===== config.mk =====
export PLATFORM = sky130hd
export DESIGN_NAME = gate_tt_sweeper
export DESIGN_NICKNAME = d
export VERILOG_FILES = /design/src/rtl/gate_tt_sweeper.sv
export SDC_FILE = /design/constraint.sdc
export NUM_CORES = 1
export LEC_CHECK = 0
export BUFFER_PORTS_ARGS = -buffer_cell sky130_fd_sc_hd__buf_2
export CORE_ASPECT_RATIO = 0.75
export CORE_MARGIN = 3
export CORE_UTILIZATION = 60
export DETAILED_ROUTE_END_ITERATION = 10
export GPL_TIMING_DRIVEN = 0
export HOLD_SLACK_MARGIN = 0.02
export MAX_ROUTING_LAYER = met4
export PLACE_DENSITY = 0.9
export SETUP_SLACK_MARGIN = 0.3
export SYNTH_ARGS = -nofsm -noshare
export SYNTH_HDL_FRONTEND = slang
export SYNTH_SLANG_ARGS = --single-unit

===== constraint.sdc =====
create_clock -name clk -period 7.6 [get_ports clk]
set_clock_uncertainty 0.05 [all_clocks]
set_input_delay 0.76 -clock clk [delete_from_list [all_inputs] [get_ports clk]]
set_output_delay 0.76 -clock clk [all_outputs]
set_load 0.01 [all_outputs]

===== src/rtl/gate_tt_sweeper.sv =====
// rtl/gate_tt_sweeper.sv - sweeps a combinational netlist through all input combinations and checks its truth table
// Optional instability detection: define GATE_TT_UNSTABLE_DETECT_EN.
module gate_tt_sweeper #(
    parameter int                     N_IN          = 4,
    parameter int                     SETTLE_CYCLES = 8,
    parameter logic [(1<<N_IN)-1:0]   EXPECTED      = 16'h0304
) (
    input  logic                   clk,
    input  logic                   rst_n,
    input  logic                   start,
    input  logic                   abort,
    output logic [N_IN-1:0]        drv_in,
    input  logic                   dut_out,
    output logic                   busy,
    output logic                   done,
    output logic                   pass,
    output logic [(1<<N_IN)-1:0]   tt_obs,
    output logic [N_IN:0]          mismatch_cnt,
    output logic [(1<<N_IN)-1:0]   unstable_mask
);
    localparam int TT_W = 1 << N_IN;

    typedef enum logic [2:0] {S_IDLE, S_DRIVE, S_SETTLE, S_SAMPLE, S_DONE} state_t;

    state_t            r_state;
    state_t            w_state_nxt;
    logic [N_IN-1:0]   r_idx;
    logic [7:0]        r_cnt;
    logic              r_sync1;
    logic              r_sync2;
    logic [N_IN-1:0]   r_drv;
    logic              r_pass;
    logic [TT_W-1:0]   r_tt;
    logic [N_IN:0]     r_mm;
    logic [TT_W-1:0]   r_unst;
    logic [TT_W-1:0]   w_tt_nxt;
    logic [TT_W-1:0]   w_unst_nxt;
    logic [N_IN:0]     w_mm;
    logic              w_pass;
    logic              w_last;
    logic              w_abort;

    assign w_last  = (r_idx == {N_IN{1'b1}});
    assign w_abort = abort && (r_state != S_IDLE);

    always_ff @(posedge clk or negedge rst_n) begin
        if (!rst_n) r_state <= S_IDLE;
        else        r_state <= w_state_nxt;
    end

    always_comb begin
        w_state_nxt = r_state;
        case (r_state)
            S_IDLE:   if (start && !abort) w_state_nxt = S_DRIVE;
            S_DRIVE:  w_state_nxt = S_SETTLE;
            S_SETTLE: if (r_cnt == 8'(SETTLE_CYCLES - 1)) w_state_nxt = S_SAMPLE;
            S_SAMPLE: w_state_nxt = w_last ? S_DONE : S_DRIVE;
            S_DONE:   w_state_nxt = S_IDLE;
            default:  w_state_nxt = S_IDLE;
        endcase
        if (w_abort) w_state_nxt = S_IDLE;
    end

    // Final verdict is computed from the table including the bit being sampled now,
    // so pass/mismatch_cnt are already valid in the DONE cycle.
    always_comb begin
        w_tt_nxt = r_tt;
        if (r_state == S_SAMPLE) w_tt_nxt[r_idx] = r_sync2;
    end

`ifdef GATE_TT_UNSTABLE_DETECT_EN
    logic r_out_prev;
    logic w_window;

    always_ff @(posedge clk or negedge rst_n) begin
        if (!rst_n) r_out_prev <= 1'b0;
        else        r_out_prev <= r_sync2;
    end

    assign w_window = ((r_state == S_SETTLE) && (r_cnt >= 8'(SETTLE_CYCLES - 2)))
                   || (r_state == S_SAMPLE);

    always_comb begin
        w_unst_nxt = r_unst;
        if (w_window && (r_sync2 != r_out_prev)) w_unst_nxt[r_idx] = 1'b1;
    end
`else
    assign w_unst_nxt = '0;
`endif

    assign w_mm   = (N_IN + 1)'($countones(w_tt_nxt ^ EXPECTED));
    assign w_pass = (w_tt_nxt == EXPECTED) && (w_unst_nxt == '0);

    always_ff @(posedge clk or negedge rst_n) begin
        if (!rst_n) begin
            r_idx   <= '0;
            r_cnt   <= '0;
            r_sync1 <= 1'b0;
            r_sync2 <= 1'b0;
            r_drv   <= '0;
            r_pass  <= 1'b0;
            r_tt    <= '0;
            r_mm    <= '0;
            r_unst  <= '0;
        end else begin
            r_sync1 <= dut_out;
            r_sync2 <= r_sync1;
            if (w_abort) begin
                r_drv  <= '0;
                r_pass <= 1'b0;
            end else begin
                case (r_state)
                    S_IDLE: if (start) begin
                        r_idx  <= '0;
                        r_drv  <= '0;
                        r_tt   <= '0;
                        r_pass <= 1'b0;
                        r_mm   <= '0;
                        r_unst <= '0;
                    end
                    S_DRIVE:  r_cnt <= '0;
                    S_SETTLE: begin
                        r_cnt  <= r_cnt + 8'd1;
                        r_unst <= w_unst_nxt;
                    end
                    S_SAMPLE: begin
                        r_tt   <= w_tt_nxt;
                        r_unst <= w_unst_nxt;
                        if (w_last) begin
                            r_drv  <= '0;
                            r_pass <= w_pass;
                            r_mm   <= w_mm;
                        end else begin
                            r_idx <= r_idx + 1'b1;
                            r_drv <= r_idx + 1'b1;
                        end
                    end
                    default: ;
                endcase
            end
        end
    end

    assign drv_in        = r_drv;
    assign busy          = (r_state != S_IDLE);
    assign done          = (r_state == S_DONE);
    assign pass          = r_pass;
    assign tt_obs        = r_tt;
    assign mismatch_cnt  = r_mm;
    assign unstable_mask = r_unst;
endmodule


==> flow_summary.yaml <==
power_and_ir_drop:
  power.density_nw_per_um2: 147
  peakVddDrop_uv: 119
  leakage_nw: 1.67
  p_total_mw: 0.464
global_route:
  antenna_found_initial: 0
  grt_first_pass_wirelength_um: 10600
  grt-ovfl-total: 0
  grt_start_max_net_pins: 44
  grtUsageTotal_pct: 25.5
  grt_pass1_vias: 2199
layout:
  n_antenna_cell: 0
  area_growth_pct: 13.2
  drive_gt1_share_pct: 20.3
  final.fill_count: 308
  fin_area_um2: 3150
  stdcell_count: 399
  nets: 369
timing:
  fmax_mhz: 200
  period_needed_ns: 4.99
  worst_slew_pin_slew_ns: 0.914
  max_slew_margin_pct: 39.1
  finalCritPeriodShare_pct: 65.7
  slew_violations: 0
  setup_viol_count_final: 0
  hold_viol: 0
  rsz0062_at_grt: "false"
  fin_setup_tns_ns: 0
  setup_slack_ns: 2.61
yosys:
  synth-warning-count: 0
  synth_top_area_share_pct: 38.6
  synth.largest_area_cell: "dfrtp_1"
  async_flop_share_pct: 100
  ys_types: 43
  yosys-top-cells-area: "dfrtp_1 (39%), fa_1 (7.2%), ha_1 (4.9%)"
  syn-mean-instance-area_um2: 9.64
  synth-seq-area-share_pct: 38.6
  yosysMostFrequentCell: "dfrtp_1"
  synth_edf_count: 0
  yosys_register_bits: 43
  synth_flop_cell: "dfrtp_1"
  yosys-top-cells-count: "dfrtp_1 (43), nand2_1 (27), nor2_1 (25), o21ai_0 (20), inv_1 (19)"
  netlist_instances: 289
  syn_area_um2: 2790
place:
  post-place-ws_ns: 2.72
  placed_cell_area_um2: 3070
  dp_hpwl_um: 4880
  dp.cells: 391
  io_buffers: 32
  gp_congestion: 0.931
detailed_routing:
  firstDrtPassIters: 5
  finalWirelength_um: 6340
  via_per_inst: 5.81
  wl_per_cell_um: 15.9
  drc: 0
  postRouteAntennaNets: 0
  drtIter0Drc: 226
  via_count: 2320
setup_path:
  path_class: "flop to flop"
  crit_top_cell: "fa_1"
  arrival_ns: 5.14
  required_ns: 7.75
  path_cells: "inv_1 > ha_1 > nand4b_1 > nor2_1 > mux2i_1 > fa_1 > fa_1 > fa_1 > inv_1 > fa_1 > ha_1 > fa_1 > a21o_1 > a32o_1"
  regToRegSetupSlack_ns: 2.61
  cp_slowest_cell: "fa_1"
  endpoint_kind: "flop"
  worstPathMaxFanout: 7
  cpPeakStageDelay_ns: 0.51
  worst_setup_path_start_kind: "flop"
die:
  io-pin-count: 49
  die_area_um2: 5500
  chipWidth_um: 84.7
  coreArea_um2: 4250
  initial_core_util_pct: 65.5
  rows: 20
  die_h_um: 65.0
clock_network:
  cts_hold_buf: 0
  clockBufferDepth: 2
  cts_buffers: 5
  postCtsSetupBuffers: 0
  cts_tree: "yes"
  cts_max_level: 2
  post_cts_resized: 0
  clock_sinks: 43
  cts-root-buf: "clkbuf_8"
  path_clk_slew_ns: 0.09
  insertion_delay_ns: 0.31
flow_run:
  maxCapViolCount: 0
worst_hold_path:
  hp-class: "flop to flop"
run_status:
  outcome: "complete, no violations"
==> where the power goes <==
group          total, mW  leakage (nW)  internal (mW)  switching, mW
clock              0.146        0.0422         0.0646         0.0817
combinational     0.0715          1.03         0.0289         0.0426
sequential         0.247         0.593          0.238        0.00908
==> critical path: cells and delay by family, from the launching register on <==
kind | cells | cell delay, ns
buffers and inverters | 2 | 0.17
AND/OR/NAND/NOR | 2 | 0.45
flip-flops | 1 | 0.46
adder cells (fa/ha/maj) | 7 | 2.85
AO/OA/AOI/OAI | 2 | 0.44
multiplexers | 1 | 0.46
==> sequential cells by signal, indices dropped and copies added, names as in the netlist <==
| signal | count |
|---|---|
| r_state | 3 |
| drv_in | 4 |
| tt_obs | 16 |
| mismatch_cnt | 5 |
| r_sync2 | 1 |
| pass | 1 |
| r_cnt | 8 |
| r_sync1 | 1 |
| r_idx | 4 |
==> logic make-up after synthesis <==
| kind of cell | share of synthesized area, % |
|---|---|
| simple gates | 16.9 |
| compound gates | 12.1 |
| buf+inv | 10.1 |
| flops | 38.6 |
| fa+ha+maj | 12.1 |
| mux | 6.47 |
| xor+xnor | 3.46 |
| other cells | 0.135 |
==> metal layers <==
metal | wire length, µm | vias up | GRT usage [%]
met5 | 0 | - | -
met4 | 121 | 0 | 8.70
met3 | 627 | 15 | 5.72
met2 | 2740 | 138 | 36.5
met1 | 2850 | 1105 | 35.8
li1 | - | 1062 | -
==> layout by cell type (no fill, tap or decap), types with 3 or more instances in the layout <==
master    netlist  routed
buf_6           4       4
ha_1           11      11
a21o_1          7       7
nor2_1         25      25
fa_1           10      10
o31ai_1         3       3
dfrtp_1        43      43
buf_2           3      35
mux2i_1        12      12
xor2_1          6       6
conb_1          1      16
and3_1          3       3
nand2_1        27      27
buf_4          16      16
nor4_1          3       3
nand3_1        13      13
clkbuf_8        0       5
mux2_2          4       4
nand4b_1        4       4
nand2b_1        3       3
clkbuf_1        8      10
a22o_1         10      10
nor3_1          3       3
inv_1          19      19
a21oi_1         5       5
xnor2_1         5       5
o21ai_0        20      20
==> path summary, 6_finish.rpt <==
| path | startpoint | endpoint | cells past startpoint |
|---|---|---|---|
| max reg2reg | r_idx[0] | mismatch_cnt[4] | 14 |
| max in group asynchronous | rst_n | tt_obs[8] | 1 |
| min in group asynchronous | rst_n | pass | 1 |
| max | r_idx[0] | mismatch_cnt[4] | 14 |
| min reg2reg | r_sync1 | r_sync2 | 0 |
| min | r_sync1 | r_sync2 | 0 |
==> stage by stage <==
step | hold WS (ns) | util [%]
after floorplan | 0.281 | -
after global placement | 0.285 | 72.2
after detailed placement | 0.298 | 72.2
after CTS | 0.318 | 74.1
after global routing | 0.319 | 74.1
final | 0.313 | 74.1
==> layout make-up <==
type | instances | area, µm² | area share (%)
Multi-Input combinational cell | 211 | 1480 | 47.1
Sequential cell | 43 | 1080 | 34.1
Buffer | 31 | 210 | 6.67
Timing Repair Buffer | 32 | 160 | 5.08
Clock buffer | 7 | 76.3 | 2.42
Inverter | 19 | 71.3 | 2.26
Tap cell | 55 | 68.8 | 2.18
Clock inverter | 1 | 5.00 | 0.159
No activity file was read; power rests on OpenSTA's default activity.
